<file path="config.mk">
export PLATFORM = sky130hd
export DESIGN_NAME = fetch_unit
export DESIGN_NICKNAME = d
export VERILOG_FILES = /design/src/rtl/fetch_unit.sv
export SDC_FILE = /design/constraint.sdc
export NUM_CORES = 1
export LEC_CHECK = 0
export CAP_MARGIN = 20
export CORE_MARGIN = 10
export CORE_UTILIZATION = 50
export DETAILED_ROUTE_END_ITERATION = 8
export PLACE_DENSITY = 0.84
export REMOVE_ABC_BUFFERS = 1
export SETUP_SLACK_MARGIN = 0.4
export SYNTH_ARGS = -nofsm -noshare
export SYNTH_HDL_FRONTEND = slang
export SYNTH_SLANG_ARGS = --single-unit
</file>
<file path="constraint.sdc">
create_clock -name clk -period 6.5 [get_ports clk]
set_input_delay 1.625 -clock clk [delete_from_list [all_inputs] [get_ports clk]]
set_output_delay 1.625 -clock clk [all_outputs]
set_load 0.05 [all_outputs]
</file>
<file path="src/rtl/fetch_unit.sv">
// Instruction-fetch stage: owns the PC, fetches over a valid/ready port and feeds the IF/ID register.
// Optional build macro MISALIGN_TRAP_EN: a misaligned redirect target halts fetch and sets a sticky error.
module fetch_unit #(
  parameter int                       DATA_WIDTH    = 32,
  parameter int                       ADDRESS_WIDTH = 32,
  parameter logic [ADDRESS_WIDTH-1:0] RESET_PC      = '0
) (
  input  logic                     clk,
  input  logic                     rst_n,
  input  logic                     stall,
  input  logic                     redirect,
  input  logic                     redirect_jalr,
  input  logic [ADDRESS_WIDTH-1:0] redirect_pc,
  input  logic [DATA_WIDTH-1:0]    ImmOp,
  input  logic [DATA_WIDTH-1:0]    rd1,
  output logic                     imem_req,
  output logic [ADDRESS_WIDTH-1:0] imem_addr,
  input  logic                     imem_ready,
  input  logic [DATA_WIDTH-1:0]    imem_rdata,
  output logic [DATA_WIDTH-1:0]    instr,
  output logic                     instr_valid,
  output logic [ADDRESS_WIDTH-1:0] PC,
  output logic [ADDRESS_WIDTH-1:0] PCPlus4,
  output logic                     misalign_err
);

  localparam logic [DATA_WIDTH-1:0]    NOP   = DATA_WIDTH'(32'h0000_0013);
  localparam logic [ADDRESS_WIDTH-1:0] FOUR  = ADDRESS_WIDTH'(4);
  localparam logic [ADDRESS_WIDTH-1:0] BIT0  = ADDRESS_WIDTH'(1);
  localparam logic [ADDRESS_WIDTH-1:0] LOW2  = ADDRESS_WIDTH'(3);

  typedef enum logic [2:0] {BOOT, REQ, HOLD, DISCARD, HALT} state_e;

  state_e                   state_q, state_d;
  logic [ADDRESS_WIDTH-1:0] pc_q, pc_d;
  logic [ADDRESS_WIDTH-1:0] addr_q, addr_d;
  logic                     req_q, req_d;
  logic [DATA_WIDTH-1:0]    instr_q, instr_d;
  logic [DATA_WIDTH-1:0]    skid_q, skid_d;
  logic [ADDRESS_WIDTH-1:0] pc_out_q, pc_out_d;
  logic [ADDRESS_WIDTH-1:0] pc_plus4_q, pc_plus4_d;
  logic                     valid_q, valid_d;
  logic                     err_q, err_d;

  logic [ADDRESS_WIDTH-1:0] base;
  logic [ADDRESS_WIDTH-1:0] raw;
  logic [ADDRESS_WIDTH-1:0] target;
  logic                     trap;

  // Redirect target arithmetic wraps modulo the address width.
  always_comb begin
    base = redirect_jalr ? rd1[ADDRESS_WIDTH-1:0] : redirect_pc;
    raw  = base + ImmOp[ADDRESS_WIDTH-1:0];
    if (redirect_jalr) raw = raw & ~BIT0;
`ifdef MISALIGN_TRAP_EN
    target = raw;
    trap   = redirect && (raw[1:0] != 2'b00);
`else
    target = raw & ~LOW2;
    trap   = 1'b0;
`endif
  end

  always_comb begin
    state_d    = state_q;
    pc_d       = pc_q;
    instr_d    = instr_q;
    skid_d     = skid_q;
    pc_out_d   = pc_out_q;
    pc_plus4_d = pc_plus4_q;
    valid_d    = valid_q;
    err_d      = err_q | trap;

    unique case (state_q)
      BOOT: begin
        if (redirect) begin
          pc_d    = target;
          valid_d = 1'b0;
          state_d = trap ? HALT : REQ;
        end else begin
          state_d = REQ;
        end
      end
      REQ: begin
        if (redirect) begin
          pc_d    = target;
          valid_d = 1'b0;
          if (imem_ready) state_d = trap ? HALT : REQ;
          else            state_d = DISCARD;
        end else if (imem_ready) begin
          if (!stall) begin
            instr_d    = imem_rdata;
            pc_out_d   = pc_q;
            pc_plus4_d = pc_q + FOUR;
            valid_d    = 1'b1;
            pc_d       = pc_q + FOUR;
          end else begin
            skid_d  = imem_rdata;
            state_d = HOLD;
          end
        end else if (!stall) begin
          valid_d = 1'b0;
        end
      end
      HOLD: begin
        if (redirect) begin
          pc_d    = target;
          valid_d = 1'b0;
          state_d = trap ? HALT : REQ;
        end else if (!stall) begin
          instr_d    = skid_q;
          pc_out_d   = pc_q;
          pc_plus4_d = pc_q + FOUR;
          valid_d    = 1'b1;
          pc_d       = pc_q + FOUR;
          state_d    = REQ;
        end
      end
      DISCARD: begin
        // The old request must still complete; its data is thrown away.
        if (redirect) begin
          pc_d    = target;
          valid_d = 1'b0;
        end
        if (imem_ready) state_d = err_d ? HALT : REQ;
      end
      HALT: begin
        valid_d = 1'b0;
      end
      default: begin
        state_d = BOOT;
      end
    endcase

    req_d  = (state_d == REQ) || (state_d == DISCARD);
    addr_d = (state_d == DISCARD) ? addr_q : pc_d;
  end

  always_ff @(posedge clk or negedge rst_n) begin
    if (!rst_n) begin
      state_q    <= BOOT;
      pc_q       <= RESET_PC;
      addr_q     <= RESET_PC;
      req_q      <= 1'b0;
      instr_q    <= NOP;
      skid_q     <= NOP;
      pc_out_q   <= '0;
      pc_plus4_q <= '0;
      valid_q    <= 1'b0;
      err_q      <= 1'b0;
    end else begin
      state_q    <= state_d;
      pc_q       <= pc_d;
      addr_q     <= addr_d;
      req_q      <= req_d;
      instr_q    <= instr_d;
      skid_q     <= skid_d;
      pc_out_q   <= pc_out_d;
      pc_plus4_q <= pc_plus4_d;
      valid_q    <= valid_d;
      err_q      <= err_d;
    end
  end

  assign imem_req     = req_q;
  assign imem_addr    = addr_q;
  assign instr        = instr_q;
  assign instr_valid  = valid_q;
  assign PC           = pc_out_q;
  assign PCPlus4      = pc_plus4_q;
  assign misalign_err = err_q;

endmodule

</file>
* Yosys cells after proc, flatten, opt, wreduce, memory -nomap -nowiden
Index checks and enable logic that the tools add are counted.
Word-level totals: bits in registers 197, input port bits 134, output and inout port bits 131, word-level logic and storage cells 72
Operators by class: add/subtract/negate cells 2, equality and inequality tests 13, mux-type cells 38, bitwise gates (word level) 1, reductions and logical operators 9
Operator list (number):
- 32-bit 2-to-1 mux | 19
- 32-bit case mux with 2 select lines | 3
- 32-bit case mux with 3 select lines | 1
- 32-bit by 3-bit adder with 32-bit output (second input constant) | 1
- 32-bit adder | 1
- 3-bit 2-to-1 mux | 6
- 3-bit case mux with 5 select lines | 1
- 2-bit != test (second input constant) | 5
- 3-bit by 2-bit == test with 1-bit output (second input constant) | 3
- 4-bit AND reduction | 2
- 3-bit by 1-bit == test with 1-bit output (second input constant) | 2
- 1-bit 2-to-1 mux | 6
- 6-bit AND reduction | 1
- 4-bit != test (second input constant) | 1
- 1-bit case mux with 4 select lines | 1
- 4-bit nonzero test | 1
- 3-bit == test (second input constant) | 1
- 3-bit zero test | 1
- 3-bit AND reduction | 1
- 2-bit 2-to-1 mux | 1
- 2-bit by 1-bit != test with 1-bit output (second input constant) | 1
- 2-bit nonzero test | 1
- 2-bit OR reduction | 1
- 1-bit logical OR | 1
- 1-bit inverter | 1

* Longest topological paths before layout
Gate-level depths: netlist of run 1.
word-level depth 6, depth in mapped cells 13, depth with buffers taken out 10

* Least setup slack after synthesis of run 1
No wires, ideal clock.
kind input -> register, start point input port redirect_jalr, end point register addr_q[30], in the netlist imem_addr[30], setup time 0.130 ns, arrival 4.698 ns, required time 6.370 ns, slack 1.672 ns, cell stages on the path 12, buffers on the path 2, path through clkbuf_1 -> clkbuf_1 -> mux2_2 -> ha_1 -> and4_1 -> a2111oi_2 -> a2111oi_2 -> nand3_1 -> o21ai_1 -> or4_1 -> a41oi_1 -> o31ai_1
Between the ends: longest elaborated chain between the ends 4
RTL lines:
- from (decl) | RTL line 12 | input logic redirect_jalr,
- 32-bit 2-to-1 mux (*) | RTL line 52 | base = redirect_jalr ? rd1[ADDRESS_WIDTH-1:0] : redirect_pc;
- 32-bit adder (*) | RTL line 53 | raw = base + ImmOp[ADDRESS_WIDTH-1:0];
- 32-bit 2-to-1 mux, on equally long branches
- 32-bit case mux with 3 select lines (*) | RTL line 74 | unique case (state_q)
- to (signal assigned) | RTL line 154 | addr_q <= addr_d;
- to (decl) | RTL line 36 | logic [ADDRESS_WIDTH-1:0] addr_q, addr_d;
Every way passes the cells marked *; elsewhere a longest branch is shown, timed or not. A chain may end at the register's enable or synchronous reset.

* Worst setup path in the final report of run 1
Same ends and word-level chain as after synthesis.

==> results by group, run 1 <==
Route
  – Total number of vias: 9,458
  – Routed Antenna Nets: 0
  – Final WL: 32,800 microns
  – Wire per inst: 19.9 microns
  – DRC: 0
  – Vias per Instance: 5.74
  – Detailed Route Iter0 Violations: 858
  – First-pass DRT Iterations: 7

Timing
  – Fmax: 0.203 GHz
  – Clock skew: 0.0124 ns
  – Final Hold Viols: 0
  – Least-Margin Pin Slew: 0.806 ns
  – Final setup vio count: 0
  – Max-slew violation count: 0
  – Hold WS: 0.464 ns
  – Setup tns final: 0 ns
  – Fin crit share: 75.7%
  – Unrepaired setup endpoints after global routing: no
  – Rel. slew slack: 46.1%
  – Minimum clock period: 4.92 ns

Logic synthesis
  – Synth cell types: 72
  – Async set or reset register ratio after synthesis: 100%
  – Yosys Warn Count: 0
  – Mapped cell area: 10,900 sq um
  – Mapped Avg Cell Area: 9.57 sq um
  – Synth Flop Type: dfrtp_1
  – Syn Inst Count: 1,136
  – EDFF count, synth: 0
  – #FFs+latches synth: 195
  – Share of the yosys chip area belonging to registers: 44.9%

Final layout
  – Filler cells: 1,672
  – Layout cells sized above 1: 12.2%
  – Final Util: 67.4%
  – Layout Nets: 1,525
  – Synth-to-Final Area Change: 31.5%
  – Post-route insts no fill: 1,648
  – Most common cell after layout, fill and taps aside: clkdlybuf4s50_1
  – Inserted Diodes: 0
  – Most frequent cells in the layout: clkdlybuf4s50_1 (262), nand2_1 (207), dfrtp_1 (189)

Die
  – Core region area: 21,200 sq um
  – Die footprint: 28,000 sq um
  – Initial Utilization: 51.2%
  – Site Rows: 53
  – # IOs: 265
  – Die height: 167 microns
  – Die W: 167 microns

GRT
  – Number of antenna violations at the first check in global routing: 0
  – Tot GR Track Use: 22.8%
  – GRT overflow: 0
  – Vias in the first global route: 9,587
  – Pin count of the biggest net entering global routing: 102
  – First-pass GRT wire length: 52,500 microns

Critical path
  – Worst EP arrival: 5.25 ns
  – Setup crit end kind: register
  – Required @ worst endpoint: 6.84 ns
  – CP Class: in -> reg
  – Critical-path cell list: clkdlybuf4s50_1 -> buf_4 -> mux2_2 -> ha_1 -> and4_1 -> a2111oi_2 -> a2111oi_2 -> nand3_1 -> o21ai_1 -> or4_1 -> a41oi_1 -> o31ai_1
  – CP top delay family: compound AO/OA/AOI/OAI gates
  – WP depth: 12
  – Startpoint Class: input port
  – CP max FO: 17
  – CP bufs+invs: 2
  – Slowest library cell on the worst path: a2111oi_2
  – Slowest stage delay, CP: 0.58 ns
  – Most used cell along the critical path: a2111oi_2
  – FF-to-FF path depth: 10

Clock tree
  – Root Buffer: clkbuf_16
  – Post-CTS setup buffers: 0
  – TritonCTS clock tree: yes
  – Hold buffers post-CTS: 0
  – Post-CTS resize count: 0
  – CTS clk-pin slew, worst paths: 0.08 ns
  – Inserted Clock Buffers: 17
  – CTS HTree Levels: 4
  – Worst-case clock buffer depth: 2
  – Number of clock sinks: 195
  – Clk_lat worst skew: 0.44 ns

Hold path
  – Min-Delay Path Depth: 2
  – Class of the worst hold path: reg -> reg

Power
  – VDD IR max: 0.170 mV
  – Total power: 5.27 mW
  – Pwr dens: 369 nW/um^2
  – Static Leak: 6.06 nW

Placed design
  – Placed insts: 1,616
  – Hpwl dp: 24,600 microns
  – Port Buf Inserts: 263
  – Placer Congestion: 0.934

Run
  – Maxcap violations: 0

Outcome
  – Status: finished clean
==> worst min-delay path, stage by stage, from the launching register on <==
cell     delay (ns)
dfrtp_1        0.34
nand2_1        0.05
nand2_1        0.05
==> per-stage QoR <==
step | setup slack, ns | instance area (sq um)
finish | 1.58 | 14300
global route | 1.39 | 14300
CTS | 1.62 | 14300
detailed placement | 1.16 | 13700
global placement | 1.30 | 13700
floorplan | 0.354 | 10600
==> routing by layer <==
metal	vias to the layer above	share of wire, %	global-route usage [%]
met5	-	0	0
met4	0	1.6	5.56
met3	43	8.2	6.86
met2	409	47	36.8
met1	4519	43	29.4
li1	4487	-	-
==> flip-flops by register name (all words and copies together) (netlist names) <==
| register | cells |
|---|---|
| state_q | 3 |
| instr_valid | 1 |
| PC | 30 |
| pc_q | 32 |
| skid_q | 32 |
| instr | 32 |
| imem_addr | 32 |
| imem_req | 1 |
| PCPlus4 | 32 |
==> worst paths after layout <==
check                         startpoint       endpoint  slack (ns)
setup / recovery           redirect_jalr  imem_addr[30]        1.58
hold reg to reg                  pc_q[1]     PCPlus4[1]        0.46
min in group asynchronous          rst_n      instr[16]        1.27
max in group asynchronous          rst_n  imem_addr[24]        4.02
hold / removal                   pc_q[1]     PCPlus4[1]        0.46
setup reg to reg              state_q[0]  imem_addr[20]        3.40
==> cell families (layout without fill, tap and decap cells) <==
group / count (synthesis) / in the layout / synth area share [%]
and+or+nand+nor: 405 / 405 / 17.7
xor gates and xnor gates: 45 / 45 / 3.62
DFF: 195 / 195 / 44.9
adders and majority gates: 31 / 31 / 3.57
muxes: 131 / 131 / 13.1
other: 1 / 1 / 0.0345
AOI/OAI and AO/OA: 245 / 245 / 13.9
buffers and inverters: 83 / 320 / 3.13
==> synth_stat cells (all sizes together), types with 16 or more instances <==
cell type  number  share of area [%]
nand2         208                7.2
clkbuf         53                1.8
nor2           50                1.7
dfrtp         189                 43
xor2           19                1.5
nand3          28                1.4
mux2           89                9.2
nor3           25                1.2
a21o           16                1.1
and3           18                1.0
o21ai         103                4.8
buf            21               0.98
ha             31                3.6
xnor2          26                2.1
a21oi          51                2.3
mux2i          42                3.9
==> area by class of cell <==
| cell class | instances | area, sq um | share of cell area, % |
|---|---|---|---|
| Tap cell | 275 | 344 | 2.41 |
| Multi-Input combinational cell | 858 | 5660 | 39.6 |
| Sequential cell | 195 | 4890 | 34.2 |
| Clock inverter | 15 | 194 | 1.36 |
| Inverter | 9 | 33.8 | 0.236 |
| Clock buffer | 17 | 425 | 2.97 |
| Timing Repair Buffer | 279 | 2760 | 19.3 |
==> report_power, final <==
| part | total (mW) | switching (mW) | internal, mW |
|---|---|---|---|
| clock | 1.10 | 0.515 | 0.589 |
| combinational | 2.32 | 1.49 | 0.830 |
| sequential | 1.85 | 0.284 | 1.57 |
| total | 5.27 | 2.29 | 2.99 |
No activity file was read; power rests on OpenSTA's default activity.
==> inputs of run 2 (changes only) <==
Clock period 6.5 ns to 5.1 ns, I/O delays scaled along.
==> run 2 against run 1 <==
  * Global-route usage down 0.22 points
  * Die area is the same
  * Sequential cell count did not move
  * Critical path depth unchanged
  * Largest cell class unchanged
  * Highest routed layer unchanged
==> results by group, run 2 (synthesized netlist as in run 1, its figures left out) <==
Die
  – Die height: 167 microns (unchanged)
  – Initial Utilization: 51.2% (unchanged)
  – Core region area: 21,200 sq um (unchanged)
  – Site Rows: 53 (unchanged)
  – Die W: 167 microns (unchanged)
  – Die footprint: 28,000 sq um (unchanged)
  – # IOs: 265 (unchanged)

Route
  – Vias per Instance: 5.78 (was 5.74)
  – Total number of vias: 9,536 (was 9,458)
  – Routed Antenna Nets: 0 (unchanged)
  – DRC: 0 (unchanged)
  – First-pass DRT Iterations: 5 (was 7)
  – Detailed Route Iter0 Violations: 815 (was 858)
  – Wire per inst: 19.7 microns (was 19.9 microns)
  – Final WL: 32,600 microns (was 32,800 microns)

Power
  – Combinational Power Share: 43.9% (was 44.0%)
  – Internal Dissipation: 3.87 mW (was 2.99 mW)
  – Static Leak: 6.09 nW (was 6.06 nW)
  – Fraction of power spent switching nets: 42.5% (was 43.4%)
  – VDD IR max: 0.238 mV (was 0.170 mV)
  – Reg power frac: 35.0% (was 35.1%)
  – Clk pwr share: 21.1% (was 20.9%)
  – Switching pwr: 2.87 mW (was 2.29 mW)
  – Pwr dens: 468 nW/um^2 (was 369 nW/um^2)

Critical path
  – Startpoint Class: input port (unchanged)
  – Crit Reg-Reg Startpoint: state_q[2] (was state_q[0])
  – Required @ worst endpoint: 5.41 ns (was 6.84 ns)
  – End of the critical path: imem_addr[30] (unchanged)
  – Worst EP arrival: 4.82 ns (was 5.25 ns)
  – Setup crit end kind: register (unchanged)
  – CP Class: in -> reg (unchanged)
  – CP max FO: 32 (was 17)
  – FF-to-FF path depth: 8 (was 10)
  – Crit path from: redirect_jalr (unchanged)
  – Setup slack, reg-to-reg: 2.03 ns (was 3.40 ns)
  – R2R Path End: imem_addr[7] (was imem_addr[20])

Placed design
  – Hpwl dp: 24,300 microns (was 24,600 microns)
  – Port Buf Inserts: 263 (unchanged)
  – Placer Congestion: 0.887 (was 0.934)
  – DP Worst Slack: 0.143 ns (was 1.16 ns)

Clock tree
  – Hold buffers post-CTS: 0 (unchanged)
  – Post-CTS setup buffers: 0 (unchanged)
  – Number of clock sinks: 195 (unchanged)
  – CTS HTree Levels: 4 (unchanged)
  – Root Buffer: clkbuf_16 (unchanged)
  – CTS clk-pin slew, worst paths: 0.07 ns (was 0.08 ns)
  – Clk_lat worst skew: 0.43 ns (was 0.44 ns)
  – TritonCTS clock tree: yes (unchanged)
  – Inserted Clock Buffers: 17 (unchanged)
  – Worst-case clock buffer depth: 2 (unchanged)

Final layout
  – Most frequent cells in the layout: clkdlybuf4s50_1 (262), nand2_1 (207), dfrtp_1 (189) (unchanged)
  – Inserted Diodes: 0 (unchanged)
  – Layout cells sized above 1: 12.2% (about the same)
  – Layout Nets: 1,527 (was 1,525)
  – Most common cell after layout, fill and taps aside: clkdlybuf4s50_1 (unchanged)
  – Synth-to-Final Area Change: 32.4% (was 31.5%)

Timing
  – Clock skew: 0.0134 ns (was 0.0124 ns)
  – Setup tns final: 0 ns (unchanged)
  – Least-Margin Pin Slew: 0.898 ns (was 0.806 ns)
  – Fin crit share: 88.5%
  – Worst setup margin: 0.588 ns (was 1.58 ns)
  – Final setup vio count: 0 (unchanged)
  – Unrepaired setup endpoints after global routing: no (unchanged)
  – Rel. slew slack: 40.2% (was 46.1%)
  – Fmax: 0.222 GHz
  – Final Hold Viols: 0 (unchanged)
  – Max-slew violation count: 0 (unchanged)
  – Minimum clock period: 4.51 ns

Run
  – Maxcap violations: 0 (unchanged)

GRT
  – Vias in the first global route: 9,600 (was 9,587)
  – First-pass GRT wire length: 52,000 microns (was 52,500 microns)
  – Tot GR Track Use: 22.6% (was 22.8%)
  – Pin count of the biggest net entering global routing: 127 (was 102)
  – GRT overflow: 0 (unchanged)
  – Number of antenna violations at the first check in global routing: 0 (unchanged)

Outcome
  – Status: finished clean (unchanged)

Hold path
  – Class of the worst hold path: reg -> reg (unchanged)
[run 2: worst min-delay path by stage]
stage,startpoint,endpoint,slack [ns],cells after the start
2_1_floorplan,pc_q[0],PCPlus4[0],0.43,2
3_3_place_gp,pc_q[1],PCPlus4[1],0.44,2
3_5_place_dp,pc_q[1],PCPlus4[1],0.44,2
4_1_cts,pc_q[1],PCPlus4[1],0.47,2
5_1_grt,PC[14],PC[14],0.51,2
6_report,pc_q[1],PCPlus4[1],0.46,2
[run 2: power by group through the flow]
stage                     logic [mW]  registers, mW  clock network [mW]
final                           2.96           2.36                1.42
after detailed placement        2.96           2.38                   0
after floorplan                0.778           3.40                   0
after CTS                       2.98           2.36                1.45
after global routing            3.14           2.42                1.51
after global placement          2.92           2.36                   0
[run 2: through the flow]
step	hold WS, ns	power (mW)	instance area [sq um]	util, %	instances
CTS	0.467	6.78	14400	67.7	1650
detailed placement	0.445	5.35	13700	64.8	1618
floorplan	0.430	4.18	10600	-	1062
global route	0.507	7.07	14400	67.9	1650
global placement	0.443	5.29	13700	64.8	1618
finish	0.464	6.74	14400	67.9	1650
[run 2: routing by layer]
metal / global-route usage (%) / routed length [microns] / part of all wire (%) / vias up
met5: 0 / 0 / 0 / -
met4: 6.36 / 644 / 2.0 / 0
met3: 7.02 / 2700 / 8.3 / 46
met2: 35.9 / 15000 / 46 / 430
met1: 29.1 / 14200 / 44 / 4579
li1: - / - / - / 4481
[run 2: area by class of cell]
type | count | area (sq um)
clock buffers | 20 | 457
clock inverters | 12 | 169
fillers | 1637 | 6820
inverters | 9 | 33.8
multi-input cells | 858 | 5690
flip-flops and latches | 195 | 4890
well taps | 275 | 344
repair buffers | 281 | 2820
[run 2: critical path, stage by stage]
cell and delay (ns):
clkdlybuf4s50_1 0.50, buf_12 0.20, mux2_2 0.36, ha_1 0.44
and4_1 0.31, a2111oi_4 0.09, a2111oi_4 0.52, nand3_1 0.17
o21ai_1 0.38, nand4_1 0.15, a41oi_1 0.30, o31ai_1 0.12
[run 2: repair_timing]
item / CTS / global route
gates resized for setup: 0 / 3
endpoints found under the hold margin: 0 / 0
setup endpoints to repair: 0 / 3
